**src/rtl/dmem_access_ctrl.sv**
```systemverilog
// Data-memory access controller for the RV32I MEM stage.
// Accepts one load/store from the pipeline, checks alignment, then runs a
// request/grant/response transaction on the data bus. The pipeline is stalled
// for the duration. Store data is replicated across byte lanes so the bus
// strobes alone select the written bytes. Load data is returned raw (word
// aligned) for the load/store unit to shift and extend.
module dmem_access_ctrl #(
    parameter int data_width     = 32,
    parameter int timeout_cycles = 64
) (
    input  logic                    clk,
    input  logic                    rst_n,
    input  logic                    req_valid,
    input  logic                    req_store,
    input  logic [data_width-1:0]   req_addr,
    input  logic [2:0]              req_funct3,
    input  logic [data_width-1:0]   req_wdata,
    input  logic [data_width/8-1:0] lsu_we,
    output logic [2:0]              lsu_funct3,
    output logic [1:0]              lsu_addr_lsb,
    output logic                    lsu_rd_or_wr_bar,
    output logic [data_width-1:0]   lsu_mem_data,
    output logic                    stall,
    output logic                    resp_valid,
    output logic                    misalign,
    output logic                    bus_fault,
    output logic                    bus_req,
    output logic                    bus_wr,
    output logic [data_width-1:0]   bus_addr,
    output logic [data_width-1:0]   bus_wdata,
    output logic [data_width/8-1:0] bus_wstrb,
    input  logic                    bus_gnt,
    input  logic                    bus_rvalid,
    input  logic [data_width-1:0]   bus_rdata,
    input  logic                    bus_err
);

    localparam int lanes = data_width / 8;
    localparam int cnt_w = $clog2(timeout_cycles + 1);
    localparam logic [cnt_w-1:0] tmo_last = cnt_w'(timeout_cycles - 1);

    typedef enum logic [1:0] {
        IDLE = 2'd0,
        REQ  = 2'd1,
        WAIT = 2'd2,
        DONE = 2'd3
    } state_t;

    state_t                  state_reg;
    logic [2:0]              lsu_funct3_reg;
    logic [1:0]              lsu_addr_lsb_reg;
    logic                    lsu_rd_or_wr_bar_reg;
    logic [data_width-1:0]   lsu_mem_data_reg;
    logic                    resp_valid_reg;
    logic                    misalign_reg;
    logic                    bus_fault_reg;
    logic                    bus_req_reg;
    logic                    bus_wr_reg;
    logic [data_width-1:0]   bus_addr_reg;
    logic [data_width-1:0]   bus_wdata_reg;
    logic [cnt_w-1:0]        tmo_cnt_reg;

    logic                    req_illegal;
    logic                    rsp_take;
    logic                    tmo_hit;
    logic [data_width-1:0]   wdata_rep;

    // Classify the incoming request: reserved encodings, unsigned stores and
    // naturally misaligned halfwords/words are all rejected before the bus.
    always_comb begin
        req_illegal = 1'b0;
        case (req_funct3)
            3'b011, 3'b110, 3'b111: req_illegal = 1'b1;
            3'b001, 3'b101:         req_illegal = req_addr[0];
            3'b010:                 req_illegal = (req_addr[1:0] != 2'b00);
            default:                req_illegal = 1'b0;
        endcase
        if (req_store && req_funct3[2]) begin
            req_illegal = 1'b1;
        end
    end

    // Byte lane replication: byte stores copy byte 0 to every lane, halfword
    // stores copy the low halfword to both halves, word stores pass through.
    generate
        for (genvar gi = 0; gi < lanes; gi++) begin : g_lane
            assign wdata_rep[gi*8 +: 8] =
                (req_funct3[1:0] == 2'b00) ? req_wdata[7:0] :
                (req_funct3[1:0] == 2'b01) ? req_wdata[(gi % 2)*8 +: 8] :
                                             req_wdata[gi*8 +: 8];
        end
    endgenerate

    // A response counts in REQ only together with the grant (grant then
    // response in the same cycle); in WAIT any response completes.
    assign rsp_take = bus_rvalid &&
                      (((state_reg == REQ) && bus_gnt) || (state_reg == WAIT));
    assign tmo_hit  = (tmo_cnt_reg == tmo_last);

    // Transaction sequencer with registered bus controls and one-cycle pulses.
    always_ff @(posedge clk or negedge rst_n) begin
        if (!rst_n) begin
            state_reg            <= IDLE;
            lsu_funct3_reg       <= 3'b000;
            lsu_addr_lsb_reg     <= 2'b00;
            lsu_rd_or_wr_bar_reg <= 1'b1;
            lsu_mem_data_reg     <= '0;
            resp_valid_reg       <= 1'b0;
            misalign_reg         <= 1'b0;
            bus_fault_reg        <= 1'b0;
            bus_req_reg          <= 1'b0;
            bus_wr_reg           <= 1'b0;
            bus_addr_reg         <= '0;
            bus_wdata_reg        <= '0;
            tmo_cnt_reg          <= '0;
        end else begin
            resp_valid_reg <= 1'b0;
            misalign_reg   <= 1'b0;
            bus_fault_reg  <= 1'b0;
            case (state_reg)
                IDLE: begin
                    if (req_valid) begin
                        if (req_illegal) begin
                            misalign_reg <= 1'b1;
                        end else begin
                            lsu_funct3_reg       <= req_funct3;
                            lsu_addr_lsb_reg     <= req_addr[1:0];
                            lsu_rd_or_wr_bar_reg <= ~req_store;
                            bus_wr_reg           <= req_store;
                            bus_addr_reg         <= {req_addr[data_width-1:2], 2'b00};
                            bus_wdata_reg        <= wdata_rep;
                            bus_req_reg          <= 1'b1;
                            tmo_cnt_reg          <= '0;
                            state_reg            <= REQ;
                        end
                    end
                end
                REQ, WAIT: begin
                    tmo_cnt_reg <= tmo_cnt_reg + cnt_w'(1);
                    if (rsp_take) begin
                        bus_req_reg <= 1'b0;
                        if (bus_err) begin
                            bus_fault_reg <= 1'b1;
                            state_reg     <= IDLE;
                        end else begin
                            if (!bus_wr_reg) begin
                                lsu_mem_data_reg <= bus_rdata;
                            end
                            resp_valid_reg <= 1'b1;
                            state_reg      <= DONE;
                        end
                    end else if (tmo_hit) begin
                        bus_req_reg   <= 1'b0;
                        bus_fault_reg <= 1'b1;
                        state_reg     <= IDLE;
                    end else if ((state_reg == REQ) && bus_gnt) begin
                        bus_req_reg <= 1'b0;
                        state_reg   <= WAIT;
                    end
                end
                DONE: begin
                    // Request lines are ignored here; the next one is taken in IDLE.
                    state_reg <= IDLE;
                end
                default: state_reg <= IDLE;
            endcase
        end
    end

    // Stall covers the accepting cycle and the whole bus transaction; it is
    // forced low while reset is asserted.
    always_comb begin
        stall = 1'b0;
        if (rst_n) begin
            case (state_reg)
                IDLE:      stall = req_valid && !req_illegal;
                REQ, WAIT: stall = 1'b1;
                default:   stall = 1'b0;
            endcase
        end
    end

    // Strobes come from the load/store unit and are only presented for a
    // write while the request is outstanding.
    assign bus_wstrb = (bus_req_reg && bus_wr_reg) ? lsu_we : '0;

    assign lsu_funct3       = lsu_funct3_reg;
    assign lsu_addr_lsb     = lsu_addr_lsb_reg;
    assign lsu_rd_or_wr_bar = lsu_rd_or_wr_bar_reg;
    assign lsu_mem_data     = lsu_mem_data_reg;
    assign resp_valid       = resp_valid_reg;
    assign misalign         = misalign_reg;
    assign bus_fault        = bus_fault_reg;
    assign bus_req          = bus_req_reg;
    assign bus_wr           = bus_wr_reg;
    assign bus_addr         = bus_addr_reg;
    assign bus_wdata        = bus_wdata_reg;

endmodule

```
**config.mk**
```make
export PLATFORM = sky130hd
export DESIGN_NAME = dmem_access_ctrl
export DESIGN_NICKNAME = d
export VERILOG_FILES = /design/src/rtl/dmem_access_ctrl.sv
export SDC_FILE = /design/constraint.sdc
export NUM_CORES = 1
export LEC_CHECK = 0
export BUFFER_PORTS_ARGS = -buffer_cell sky130_fd_sc_hd__buf_4
export CORE_ASPECT_RATIO = 1.5
export CORE_UTILIZATION = 45
export CTS_CLUSTER_SIZE = 14
export DETAILED_ROUTE_END_ITERATION = 7
export GPL_TIMING_DRIVEN = 0
export PLACE_DENSITY = 0.75
export SLEW_MARGIN = 40
export SYNTH_ARGS = -nofsm -noshare
export SYNTH_HDL_FRONTEND = slang
export SYNTH_SLANG_ARGS = --single-unit
```
**constraint.sdc**
```tcl
create_clock -name clk -period 2.7 [get_ports clk]
set_input_delay 0.405 -clock clk [delete_from_list [all_inputs] [get_ports clk]]
set_output_delay 0.405 -clock clk [all_outputs]
set_load 0.005 [all_outputs]
```
==> flow_summary.toml, run 1 <==
[detailed_routing]
drtPass1Iterations = 6
routed_wl_mm = 12.8
wl_per_cell_um = 16.6
vias = 3802
drtAntennaViolNets = 0
drtIter0Drc = 122
drc = 0
viasPerCell = 4.94

[clocking]
cts_setup_buffers = 0
clk_pin_slew_ns = 0.05
clock_path_buffers = 2
cts_tree = "yes"
cts_inserted_buffers = 17
clkLatencyLatePin_ns = 0.41
clock-sinks = 114
cts-root-buf = "clkbuf_16"
htree_levels = 4

[layout]
syn_to_final_growth_pct = 51.6
fin_nets = 728
layout-drive-gt1-share_pct = 55.0
diodes = 0
finish.utilization_pct = 69.7
fillers = 785

[critical_path]
cp-start-kind = "flip-flop"
endpoint_kind = "output pin"
slowest_stage = "dfrtp_1"
crit_family = "buffers and inverters"
critPathMaxStageDelay_ns = 0.41
worst_ep_required_time_ns = 2.30
path_class = "reg2out"
worstPathCellList = "inv_1, ha_4, nand2_1, a21o_1, buf_6, buf_6, nor2b_1, nor3b_2, buf_4"
cp_data_arrival_time_ns = 2.09
worst-path-max-fanout = 10
worst_path_most_repeated_cell = "buf_6"
critPathBufInv = 4

[placed_design]
gp_congestion = 0.836
io_buffers = 218
dp_hpwl_mm = 9.43

[timing]
max_freq_mhz = 400
finalMaxSlewViolations = 0
final_hold_viol_count = 0
min_period_ns = 2.50
fin_worst_skew_ns = 0.00818
tns_ns = 0
rsz0062_at_grt = "false"
tightest_slew_ns = 0.666
fin_crit_sh_pct = 92.5
maxSlewHeadroom_pct = 55.6
setup_violations = 0

[die]
pin_count = 222
die_area_mm2 = 0.0112
rows = 46
core_mm2 = 0.0105
initial_core_util_pct = 46.0
fp.dieW_um = 86.7
die_height_um = 129

[synth]
synthDistinctLibCells = 38
syn_inst = 373
ys_ff_latch = 114
syn_area_per_cell_um2 = 13.0
syn_area_mm2 = 0.00484
ys_seq_area_share_pct = 58.9
yosys_warnings = 0

[pwr]
powerDensity_mw_per_mm2 = 1140
leakagePower_nw = 3.67
vdd_drop_max_v = 0.000549

[run]
max-cap-violations = 0

[min_path]
hold_class = "in2reg"

[grt]
grt_pass1_wl_mm = 20.0
grt-ovfl-total = 0
grt_max_degree = 116
track_usage_pct = 24.0
antenna_found_initial = 0
grt_pass1_vias = 4047

[run_status]
outcome = "finished, final reports clean"
final timing paths:
path	startpoint	to	slack, ns	depth (start not counted)
worst max register to register	state_reg[0]	lsu_mem_data[18]	0.28	7
worst min register to register	bus_wdata[10]	bus_wdata[10]	0.48	2
worst min-delay path	req_store	lsu_rd_or_wr_bar	0.18	2
max in group asynchronous	rst_n	lsu_mem_data[20]	1.57	3
min in group asynchronous	rst_n	lsu_mem_data[11]	0.49	2
worst max-delay path	state_reg[0]	stall	0.20	9
cells in the final DEF (no fill, tap or decap), drive strengths merged:
| cell type | n |
|---|---|
| clkinvlp | 2 |
| mux2 | 77 |
| a2111oi | 1 |
| dfstp | 1 |
| dlygate4sd3 | 1 |
| or4 | 1 |
| a211oi | 1 |
| o211ai | 3 |
| clkbuf | 29 |
| and3 | 6 |
| bufinv | 4 |
| nor3b | 2 |
| a221o | 1 |
| a22o | 1 |
| a21boi | 1 |
| dfrtp | 113 |
| nand3 | 2 |
| ha | 5 |
| nor2 | 13 |
| nor2b | 3 |
| o21ai | 29 |
| and2 | 1 |
| nor3 | 1 |
| clkinv | 4 |
| mux2i | 27 |
| nand4b | 4 |
| a32o | 1 |
| buf | 233 |
| inv | 5 |
| conb | 2 |
| a21oi | 9 |
| a31o | 1 |
| or3b | 1 |
| nand2 | 39 |
| a21o | 1 |
Yosys cell counts, drive strengths merged:
cell / instances / area [um2]
ha: 5 / 62.6
dfstp: 1 / 26.3
a211oi: 1 / 7.51
a221o: 1 / 10.0
nor2: 13 / 51.3
or4: 1 / 11.3
inv: 5 / 18.8
nor2b: 3 / 18.8
or3b: 1 / 8.76
mux2: 77 / 867
a31o: 1 / 8.76
a2111oi: 1 / 8.76
clkbuf: 8 / 30.0
and3: 6 / 37.5
o211ai: 3 / 22.5
a21boi: 1 / 18.8
nand3: 2 / 10.0
nand4b: 4 / 35.0
mux2i: 27 / 270
a22o: 1 / 8.76
o21ai: 29 / 145
and2: 1 / 6.26
buf: 14 / 93.8
nand2: 39 / 146
dfrtp: 113 / 2830
a32o: 1 / 10.0
a21oi: 9 / 48.8
nor3b: 2 / 15.0
nor3: 1 / 5.00
a21o: 1 / 7.51
conb: 1 / 3.75
per-stage QoR:
step                instance area (um2)  total power [mW]  setup slack [ns]  instances  hold WS [ns]
floorplan                          4850              4.30             0.538        374         0.109
global placement                   6660              5.91             0.281        736         0.464
detailed placement                 6670              6.06             0.271        736         0.472
CTS                                7280              8.41            0.0421        767         0.108
global route                       7340              8.86            0.0618        769         0.190
finish                             7340              8.36             0.203        769         0.184
area by class of cell:
type                    instances  area [um2]  area share, %
multi-input cells             233        1870           25.5
clock inverters                10         159           2.17
clock buffers                  21         450           6.14
inverters                       5        18.8          0.256
plain buffers                  22         124           1.69
well taps                     144         180           2.46
repair buffers                220        1680           22.9
flip-flops and latches        114        2850           38.9
kinds of logic after synthesis:
family                   after synthesis  synth area share [%]
AO/OA/AOI/OAI                         49                  6.12
adder cells (fa/ha/maj)                5                  1.29
buffers and inverters                 27                  2.95
flip-flops                           114                  58.9
multiplexers                         104                  23.5
other                                  1                0.0774
AND/OR/NAND/NOR                       73                  7.13
where the power goes:
group	switching [mW]	total (mW)	internal, mW
Clock	0.747	2.30	1.56
Sequential	0.484	3.02	2.54
Combinational	1.20	3.03	1.83
worst register-to-register path, cell delays in order, from the launching register on:
cell and delay (ns):
dfrtp_1 0.40, inv_1 0.11, ha_4 0.26, buf_2 0.21, or3b_2 0.51, nor2_2 0.22, buf_4 0.24, mux2_2 0.37
metal layers:
metal  up-vias  part of all wire, %  GRT usage [%]
li1       1782                    -              -
met1      1828                   36           24.5
met2       171                   54           44.0
met3        21                  7.6           8.22
met4         0                  2.3           10.5
met5         -                    0              0
repair_timing:
| action | in CTS | in global routing |
|---|---|---|
| endpoints found under the hold margin | 0 | 45 |
| hold buffers | 0 | 1 |
| setup endpoints to repair | 1 | 1 |
| gates resized for setup | 1 | 3 |
Power figures use the tool's default switching activity.
==> run 2: changes to the inputs <==
- CELL_PAD_IN_SITES_DETAIL_PLACEMENT: not set -> 0
- CELL_PAD_IN_SITES_GLOBAL_PLACEMENT: not set -> 1
- CORE_UTILIZATION: 45 -> 36
- PLACE_DENSITY: 0.75 -> 0.78
==> run 2 against run 1 <==
Final area shrank 0.48%. Combinational power shrank 2%. Routed wire length shrank 2.6%. First-iteration DRC count shrank 8.2%. Cell count grew 2.1%. Worst setup slack lost 0.061 ns. Register-to-register slack lost 0.09 ns. Die area grew 24%.
==> flow_summary.toml, run 2 (same netlist as run 1, synthesis figures left out) <==
[run_status]
outcome = "finished, final reports clean"

[timing]
maxSlewHeadroom_pct = 51.9
rsz0062_at_grt = "false"
max_freq_mhz = 391
fin_worst_skew_ns = 0.00879
setup_violations = 0
finalMaxSlewViolations = 0
tns_ns = 0
tightest_slew_ns = 0.703
min_period_ns = 2.56
whs_ns = 0.178
fin_crit_sh_pct = 94.8
final_hold_viol_count = 0
fin_ws_ns = 0.141

[clocking]
clk_pin_slew_ns = 0.05
cts-root-buf = "clkbuf_16"
cts_inserted_buffers = 17
htree_levels = 4
clock_path_buffers = 2
clkLatencyLatePin_ns = 0.40
cts_setup_buffers = 0
cts_tree = "yes"
clock-sinks = 114

[detailed_routing]
drtAntennaViolNets = 0
drtPass1Iterations = 6
vias = 3764
viasPerCell = 4.79
wl_per_cell_um = 15.9
routed_wl_mm = 12.5
drc = 0
drtIter0Drc = 112

[critical_path]
worst_ep_required_time_ns = 2.30
slowest_stage = "dfrtp_1"
endpoint_kind = "output pin"
critPathMaxStageDelay_ns = 0.40
r2r_cells = 7
worst_path_most_repeated_cell = "buf_6"
cp_data_arrival_time_ns = 2.15
r2r-end = "lsu_mem_data[7]"
worst-path-max-fanout = 10
worstPathCellList = "inv_1, ha_2, nand2_1, a21o_1, buf_6, buf_6, nor2b_1, nor3b_1, buf_4"
path_class = "reg2out"
regToRegStartpoint = "state_reg[0]"
cp-start-kind = "flip-flop"
r2r_slack_ns = 0.19
critPathLaunch = "state_reg[1]"

[grt]
antenna_found_initial = 0
grt_max_degree = 76
grt_pass1_wl_mm = 20.1
grt_pass1_vias = 3942
track_usage_pct = 18.5
grt-ovfl-total = 0

[layout]
diodes = 0
layout_common_cells = "buf_4, dfrtp_1, mux2_2, nand2_1, o21ai_0"
syn_to_final_growth_pct = 50.8
fin_nets = 728
finish.utilization_pct = 55.8
instances_no_fill = 785
final_common_cell = "buf_4"
layout-drive-gt1-share_pct = 54.8

[die]
pin_count = 222
die_height_um = 144
die_area_mm2 = 0.0139
initial_core_util_pct = 37.0
rows = 51
fp.dieW_um = 96.7
core_mm2 = 0.0131

[min_path]
hp-start = "req_store"
worstHoldEndpoint = "lsu_rd_or_wr_bar"
hold_class = "in2reg"
min_path_cells = 2

[pwr]
vdd_drop_max_v = 0.000556
powerDensity_mw_per_mm2 = 1110
leakagePower_nw = 3.65

[placed_design]
dp_cells = 752
io_buffers = 218
dp_hpwl_mm = 9.54
gp_congestion = 0.764
place_ws_ns = 0.183

[run]
max-cap-violations = 0
run 2: cell count changes in the layout (fill, tap and decap cells not counted), sizes merged:
cell,before,now
inv,5,6
clkinvlp,2,1
clkbuf,29,28
clkinv,4,8
bufinv,4,2
run 2: routing by layer:
metal  track usage [%]  routed length, um  vias up
met2              33.2               6550      154
met5                 0                  0        -
li1                  -                  -     1788
met4              7.54                284        0
met1              20.2               4740     1804
met3              6.04                890       18
run 2: metrics by stage:
step | total power, mW | cell area [um2]
global placement | 5.93 | 6680
floorplan | 4.30 | 4850
detailed placement | 6.06 | 6720
finish | 8.12 | 7300
global route | 8.68 | 7300
CTS | 8.25 | 7300
run 2: power by group:
part	internal, mW	switching [mW]
Combinational	1.81	1.15
Sequential	2.54	0.468
Clock	1.36	0.788
Total	5.71	2.41
run 2: timing repair:
| item | 4_1_cts | 5_1_grt |
|---|---|---|
| resized for setup | 0 | 1 |
| hold endpoints to repair | 39 | 0 |
| setup endpoints to repair | 0 | 1 |
| hold buffers | 1 | 0 |
run 2: final cells by class:
type	instances	area (um2)
Clock inverter	12	135
Fill cell	1142	5780
Timing Repair Buffer	220	1680
Tap cell	159	199
Inverter	5	18.8
Sequential cell	114	2850
Buffer	22	124
Multi-Input combinational cell	233	1850
Clock buffer	20	437
run 2: critical path: cells and delay by family (launching register included):
kind	cells	cell delay (ns)
AO/OA/AOI/OAI	1	0.16
adder cells (fa/ha/maj)	1	0.25
buffers and inverters	4	0.54
flip-flops	1	0.40
AND/OR/NAND/NOR	3	0.40
run 2: worst max path at each step:
| stage | to | slack [ns] |
|---|---|---|
| global placement | lsu_mem_data[14] | 0.27 |
| finish | stall | 0.14 |
| floorplan | lsu_mem_data[10] | 0.54 |
| global route | stall | 0.008 |
| CTS | stall | 0.02 |
| detailed placement | lsu_mem_data[7] | 0.18 |
